### config.mk
export PLATFORM = sky130hd
export DESIGN_NAME = uart_io_ctrl
export DESIGN_NICKNAME = d
export VERILOG_FILES = /design/src/rtl/uart_io_ctrl.sv
export SDC_FILE = /design/constraint.sdc
export NUM_CORES = 1
export LEC_CHECK = 0
export ABC_AREA = 1
export CAP_MARGIN = 20
export CELL_PAD_IN_SITES_DETAIL_PLACEMENT = 1
export CELL_PAD_IN_SITES_GLOBAL_PLACEMENT = 1
export CORE_MARGIN = 8
export CORE_UTILIZATION = 25
export CTS_CLUSTER_DIAMETER = 40
export CTS_CLUSTER_SIZE = 25
export DETAILED_ROUTE_END_ITERATION = 8
export PLACE_DENSITY_LB_ADDON = 0.1
export SYNTH_ARGS = -nofsm -noshare
export SYNTH_HDL_FRONTEND = slang
export SYNTH_SLANG_ARGS = --single-unit
### constraint.sdc
create_clock -name clk -period 2.5 [get_ports clk]
set_clock_uncertainty 0.15 [all_clocks]
set_input_delay 0.5 -clock clk [delete_from_list [all_inputs] [get_ports clk]]
set_output_delay 0.5 -clock clk [all_outputs]
set_load 0.005 [all_outputs]
### src/rtl/uart_io_ctrl.sv
// Bridges the CPU serial ports and the UART: an RX FIFO behind an irr/ack handshake,
// and a round-robin CPU/debug arbiter that sequences each byte against the UART busy flag.
module uart_io_ctrl #(
   parameter int RX_DEPTH = 8
) (
   input  logic       clk,
   input  logic       reset,
   input  logic       rx_valid,
   input  logic [7:0] rx_byte,
   output logic       irr,
   input  logic       ack,
   output logic [7:0] rx_data,
   output logic       rx_overrun,
   input  logic       rx_overrun_clr,
   input  logic       cpu_tx_req,
   input  logic [7:0] cpu_tx_data,
   output logic       tx_busy,
   input  logic       dbg_tx_req,
   input  logic [7:0] dbg_tx_data,
   output logic       dbg_busy,
   output logic       uart_tx_start,
   output logic [7:0] uart_tx_data,
   input  logic       uart_tx_busy
);

   localparam int AW = $clog2(RX_DEPTH);
   localparam logic OWN_CPU = 1'b0;
   localparam logic OWN_DBG = 1'b1;

   typedef enum logic [1:0] {IDLE, START, WAIT_HI, WAIT_LO} state_t;

   logic [7:0]    mem [RX_DEPTH];
   logic [AW-1:0] wr_ptr, rd_ptr;
   logic [AW:0]   count, count_next;
   logic          ack_q, pop, push, full;

   assign full    = (count == (AW+1)'(RX_DEPTH));
   assign pop     = ack & ~ack_q & (count != '0);
   // A simultaneous pop frees the slot, so a full FIFO can still accept
   assign push    = rx_valid & (~full | pop);
   assign rx_data = mem[rd_ptr];

   always_comb begin
      count_next = count;
      if (push & ~pop)
         count_next = count + (AW+1)'(1);
      else if (pop & ~push)
         count_next = count - (AW+1)'(1);
   end

   always_ff @(posedge clk or negedge reset) begin
      if (!reset) begin
         for (int i = 0; i < RX_DEPTH; i++)
            mem[i] <= '0;
         wr_ptr     <= '0;
         rd_ptr     <= '0;
         count      <= '0;
         ack_q      <= 1'b0;
         irr        <= 1'b0;
         rx_overrun <= 1'b0;
      end else begin
         ack_q <= ack;
         count <= count_next;
         irr   <= (count_next != '0) & ~ack;
         if (push) begin
            mem[wr_ptr] <= rx_byte;
            wr_ptr      <= wr_ptr + AW'(1);
         end
         if (pop)
            rd_ptr <= rd_ptr + AW'(1);
         if (rx_valid & full & ~pop)
            rx_overrun <= 1'b1;
         else if (rx_overrun_clr)
            rx_overrun <= 1'b0;
      end
   end

   state_t     state, state_next;
   logic       owner, last_owner;
   logic       cpu_req_q, dbg_req_q, cpu_pend, dbg_pend;
   logic [7:0] cpu_byte, dbg_byte;
   logic       grant, grant_dbg, cpu_active, dbg_active, cpu_set, dbg_set;

   assign cpu_active = (state != IDLE) & (owner == OWN_CPU);
   assign dbg_active = (state != IDLE) & (owner == OWN_DBG);
   assign cpu_set    = cpu_tx_req & ~cpu_req_q & ~cpu_pend & ~cpu_active;
   assign dbg_set    = dbg_tx_req & ~dbg_req_q & ~dbg_pend & ~dbg_active;
   assign tx_busy    = cpu_pend | cpu_active;
   assign dbg_busy   = dbg_pend | dbg_active;

   always_comb begin
      state_next = state;
      grant      = 1'b0;
      grant_dbg  = 1'b0;
      case (state)
         IDLE: begin
            if ((cpu_pend | dbg_pend) & ~uart_tx_busy) begin
               grant      = 1'b1;
               grant_dbg  = dbg_pend & (~cpu_pend | (last_owner == OWN_CPU));
               state_next = START;
            end
         end
         START:   state_next = WAIT_HI;
         WAIT_HI: if (uart_tx_busy)  state_next = WAIT_LO;
         WAIT_LO: if (!uart_tx_busy) state_next = IDLE;
         default: state_next = IDLE;
      endcase
   end

   // Start pulse is registered so it lands two cycles after the request edge
   always_ff @(posedge clk or negedge reset) begin
      if (!reset) begin
         state         <= IDLE;
         owner         <= OWN_CPU;
         last_owner    <= OWN_DBG;
         cpu_req_q     <= 1'b0;
         dbg_req_q     <= 1'b0;
         cpu_pend      <= 1'b0;
         dbg_pend      <= 1'b0;
         cpu_byte      <= '0;
         dbg_byte      <= '0;
         uart_tx_data  <= '0;
         uart_tx_start <= 1'b0;
      end else begin
         state         <= state_next;
         cpu_req_q     <= cpu_tx_req;
         dbg_req_q     <= dbg_tx_req;
         uart_tx_start <= (state == START);
         if (cpu_set) begin
            cpu_pend <= 1'b1;
            cpu_byte <= cpu_tx_data;
         end else if (grant & ~grant_dbg) begin
            cpu_pend <= 1'b0;
         end
         if (dbg_set) begin
            dbg_pend <= 1'b1;
            dbg_byte <= dbg_tx_data;
         end else if (grant & grant_dbg) begin
            dbg_pend <= 1'b0;
         end
         if (grant) begin
            owner        <= grant_dbg ? OWN_DBG : OWN_CPU;
            last_owner   <= grant_dbg ? OWN_DBG : OWN_CPU;
            uart_tx_data <= grant_dbg ? dbg_byte : cpu_byte;
         end
      end
   end

endmodule

== Word level (Yosys, flattened, before mapping) ==
Cells that the tools add are included.
Storage, ports and cells
  register bits: 110
  output and inout bits: 21
Cells by class
  bitwise operators: 42
  add/sub/neg operators: 4
  multiplexer cells: 24
  equal/unequal tests: 7
  reductions and logical operators: 9
  $lt $le $gt $ge: 3
Operator list (count)
  64-bit bitwise mux: 1
  8-bit 2-to-1 mux: 4
  8-bit binary-select mux with 3-bit select: 1
  8-bit demux with 3-bit select: 1
  1-bit bitwise AND: 20
  1-bit NOT: 15
  1-bit 2-to-1 mux: 11
  4-bit greater-or-equal comparator, second input constant: 2
  4-bit 2-to-1 mux: 2
  3-bit NOT with 4-bit output: 2
  2-bit one-hot mux with 4 select lines: 1
  2-bit nonzero test: 4
  4-bit nonzero test: 2
  3-bit by 1-bit adder with 3-bit output, second input constant: 2
  2-bit 2-to-1 mux: 3
  2-bit inequality test, second input constant: 3
  1-bit bitwise OR: 5
  4-bit by 1-bit adder with 4-bit output, second input constant: 1
  2-bit equality test, second input constant: 2
  4-bit equality test, second input constant: 1
  4-bit by 1-bit less-than comparator with 1-bit output, second input constant: 1
  4-bit by 1-bit subtractor with 4-bit output, second input constant: 1
  3-bit AND reduction: 1
  2-bit by 1-bit equality test with 1-bit output, second input constant: 1
  other kinds (2): 2

== Logic depth before layout (Yosys ltp) ==
  depth after elaboration: 11
  depth in mapped cells: 11
  gate-level depth less buffers: 11

== Worst setup path before layout ==
OpenSTA, ideal clock, no wires.
  kind: reg2out
  start point: reg rd_ptr[1]
  end point: out rx_data[6]
  cell stages (with the launch flop): 7
  arrival time: 1277 ps
  required time: 1850 ps
  path slack: 573 ps
  cell sequence: dfrtp_1 inv_1 clkbuf_1 o21ai_0 o22ai_1 nor2_1 a31oi_1
On the way
  longest elaborated chain between the ends: 4
Ends and longest elaborated chain
  start, declared: line 33  | logic [AW-1:0] wr_ptr, rd_ptr;
  start signal, assigned: line 70  | rd_ptr <= rd_ptr + AW'(1);
  3-bit NOT with 4-bit output (implied by the code): line 41  | assign rx_data = mem[rd_ptr];
  8-bit binary-select mux with 3-bit select: line 41
  8-bit 2-to-1 mux (implied by the code) (2 in a row): line 41
  end, declared: line 12  | output logic [7:0] rx_data,
Every way passes these cells. The select of a mux whose other input is x is not followed.

== Worst setup path after layout ==
  start point: reg state[0]
  end point: out tx_busy
On the way
  longest elaborated chain between the ends: 3
Ends and longest elaborated chain
  start, declared: line 78  | state_t state, state_next;
  start signal, assigned: line 125  | state <= state_next;
  2-bit nonzero test: line 84  | assign cpu_active = (state != IDLE) & (owner == OWN_CPU);
  1-bit bitwise AND: line 84
  1-bit bitwise OR: line 88  | assign tx_busy = cpu_pend | cpu_active;
  end, declared: line 17  | output logic tx_busy,
Every way passes these cells.

==> flow_metrics.env <==
export IMPL_outcome="finished clean"
export IMPL_utilization_pct=31.60
export IMPL_critPathBufInv=4
export IMPL_vias_per_cell=4.466
export IMPL_cts_root_buf="clkbuf_16"
export IMPL_multi_input_area_um2=2068
export IMPL_vias=3997
export IMPL_crit_chain="inv_1, ha_4, inv_2, a21oi_2, inv_1, clkdlybuf4s50_1"
export IMPL_nets=662
export IMPL_placed_cells=878
export IMPL_slew_violations=0
export IMPL_async_flop_share_pct=100.0
export IMPL_clkLatencyLatePin_ns=0.35
export IMPL_tightest_slew_ns=0.7311
export IMPL_drc=0
export IMPL_grt_pass1_wl_um=25140
export IMPL_grt_usage_pct=12.46
export IMPL_overflow=0
export IMPL_die_area_um2=25380
export IMPL_setup_viol=0
export IMPL_max_freq_mhz=420.2
export IMPL_cts_tree="built"
export IMPL_cp_max_fo=4
export IMPL_max_cap_viol_count=0
export IMPL_io_pins=53
export IMPL_synth_ff_type="dfrtp_1"
export IMPL_critPathKind="reg -> out"
export IMPL_power_leakage_nw=2.918
export IMPL_rsz0062_at_grt="false"
export IMPL_synth_area_top_cells="dfrtp_1 53%, nand2_1 9.3%, o21ai_0 5.3%"
export IMPL_antenna_found_initial=0
export IMPL_routed_wl_um=14930
export IMPL_ant_nets=0
export IMPL_slowest_stage="clkdlybuf4s50_1"
export IMPL_cts_sinks=110
export IMPL_initial_core_util_pct=25.45
export IMPL_grt_pass1_vias=4500
export IMPL_grt_max_degree=36
export IMPL_ys_ff_latch=110
export IMPL_drive_above_1_share_pct=14.72
export IMPL_wire_per_inst_um=16.69
export IMPL_cp_start_kind="flip-flop"
export IMPL_synth_distinct_cells=33
export IMPL_end_kind="output pin"
export IMPL_htreeDepth=3
export IMPL_placementRows=52
export IMPL_setup_ws_ns=0.1204
export IMPL_area_delta_synth_final_pct=24.15
export IMPL_slew_headroom_pct=51.26
export IMPL_hp_class="reg -> reg"
export IMPL_worstPathRequired_ns=1.85
export IMPL_totalNegativeSetupSlack_ns=0
export IMPL_cpLargestDelayFamily="buffers and inverters"
export IMPL_synth_avg_cell_area_um2=9.233
export IMPL_dieWidth_um=159.3
export IMPL_dr_first_iter_drc_count=139
export IMPL_cts_made_buffers=9
export IMPL_synth_top_cell_area_share_pct=53.13
export IMPL_synth_edf_count=0
export IMPL_first_pass_iters=4
export IMPL_port_buffers=52
export IMPL_num_antenna_cells=0
export IMPL_worstPathArrival_ns=1.73
export IMPL_yosysSeqAreaShare_pct=53.64
export IMPL_globalplace_congestion=0.7507
export IMPL_dp_slack_ns=0.03826
export IMPL_clk_pin_slew_ns=0.07
export IMPL_cpPeakStageDelay_ns=0.45
export IMPL_nFillCells=2365
export IMPL_ys_warn_count=0
export IMPL_min_period_ns=2.380
export IMPL_min_period_over_period_pct=95.18
export IMPL_synth_area_um2=5134
export IMPL_synthCells=556
export IMPL_p_per_area_nw_per_um2=1245
export IMPL_syn_nets=596
export IMPL_yosysTopAreaCell="dfrtp_1"
export IMPL_ir_drop_uv=420.9
export IMPL_crit_top_cell="inv_1"
export IMPL_cts_buffer_depth=2
export IMPL_core_area_um2=20170
export IMPL_seq_area_um2=2755
export IMPL_die_h_um=159.3
export IMPL_hold_viol=0
export IMPL_finalNonFillerCells=895
export IMPL_dp_hpwl_um=10530
-- metal layers --
metal	vias up	share of wire [%]	global-route usage [%]
met3	12	1.9	1.939
met5	-	0	0
met4	0	1.3	3.988
met1	1994	49	16.10
met2	34	48	20.96
li1	1957	-	-
-- report_power, final --
part           total [mW]  internal, mW  switching, mW
Sequential           3.13          2.57          0.564
Clock                1.47         0.823          0.642
Combinational        3.33          1.45           1.88
Total                7.93          4.84           3.09
-- path summary, 6_finish.rpt --
check	cells after the start	slack [ns]	endpoint	startpoint
max	6	0.12	tx_busy	state[0]
max in group asynchronous	3	1.03	last_owner	reset
min in group asynchronous	2	0.49	mem[30]	reset
min reg2reg	2	0.33	uart_tx_data[4]	cpu_byte[4]
max reg2reg	8	0.37	mem[31]	count[0]
min	2	0.33	uart_tx_data[4]	cpu_byte[4]
-- cell usage in the layout, fill, tap and decap left out, types with 2 or more instances in the layout --
cell,netlist,layout
a21oi_1,7,6
a31oi_1,8,8
buf_12,1,6
buf_4,2,14
buf_6,9,4
clkbuf_1,10,2
clkbuf_16,0,9
clkbuf_2,0,8
clkbuf_8,0,2
clkdlybuf4s50_1,0,42
dfrtp_1,109,108
ha_1,8,7
inv_1,34,32
inv_2,6,8
mux2_2,8,8
nand2_1,127,127
nand2_2,2,2
nand3_1,15,15
nand4_2,2,2
nand4_4,6,6
nor2_1,66,66
nor2_8,2,2
o21ai_0,54,51
o21ai_1,45,48
o21ai_2,11,11
o22ai_1,8,8
xor2_1,6,6
-- sequential cells by signal, summed over array words and instances, names as in the netlist --
name,flops
rd_ptr,3
owner,1
rx_overrun,1
irr,1
state,2
count,4
wr_ptr,3
dbg_byte,8
mem,64
last_owner,1
ack_q,1
cpu_byte,8
cpu_req_q,1
dbg_pend,1
uart_tx_data,8
uart_tx_start,1
cpu_pend,1
dbg_req_q,1
-- final cells by class --
class	count	area share, %
clock inverters	1	0.4711
flip-flops and latches	110	43.23
inverters	41	2.415
multi-input cells	383	32.45
clock buffers	13	4.083
repair buffers	77	12.05
well taps	270	5.300
-- cell usage after synthesis, types with 6 or more instances --
cell,number
o21ai_2,11
nand4_4,6
o22ai_1,8
dfrtp_1,109
buf_6,9
ha_1,8
o21ai_0,54
clkbuf_1,10
mux2_2,8
nand3_1,15
nand2_1,127
inv_1,34
o21ai_1,45
a31oi_1,8
nor2_1,66
inv_2,6
a21oi_1,7
xor2_1,6
-- metrics by stage --
stage	hold slack, ns	cell area [um^2]	total power, mW
3_3_place_gp	0.3067	6043	6.503
5_1_grt	0.3529	6374	8.682
4_1_cts	0.3388	6379	8.094
6_report	0.3348	6374	7.932
3_5_place_dp	0.3223	6043	6.582
2_1_floorplan	0.05441	5134	5.114
-- what timing repair did --
item | CTS | global route
buffers inserted | 0 | 2
resized for setup | 22 | 21
endpoints found under the hold margin | 24 | 0
setup endpoints to repair | 10 | 10
pin swaps | 0 | 2
gates cloned | 0 | 0
hold buffers | 1 | 0
-- logic make-up (layout without fill, tap and decap cells) --
| family | after synthesis | after routing | synth area share, % |
|---|---|---|---|
| AO/OA/AOI/OAI | 133 | 133 | 14.16 |
| XOR/XNOR | 6 | 6 | 1.024 |
| AND/OR/NAND/NOR | 227 | 227 | 20.89 |
| buffers and inverters | 63 | 132 | 6.385 |
| adder cells (fa/ha/maj) | 8 | 8 | 1.950 |
| multiplexers | 9 | 9 | 1.950 |
| flip-flops | 110 | 110 | 53.64 |
-- worst reg2reg max path, cell delays in order (launching register included) --
cell	delay (ns)
dfrtp_1	0.40
inv_1	0.10
ha_1	0.29
nand3_4	0.13
nor2_4	0.06
nor2_8	0.26
nand4_4	0.36
nand2_1	0.17
o21ai_1	0.08
No activity file was read; power rests on OpenSTA's default activity.
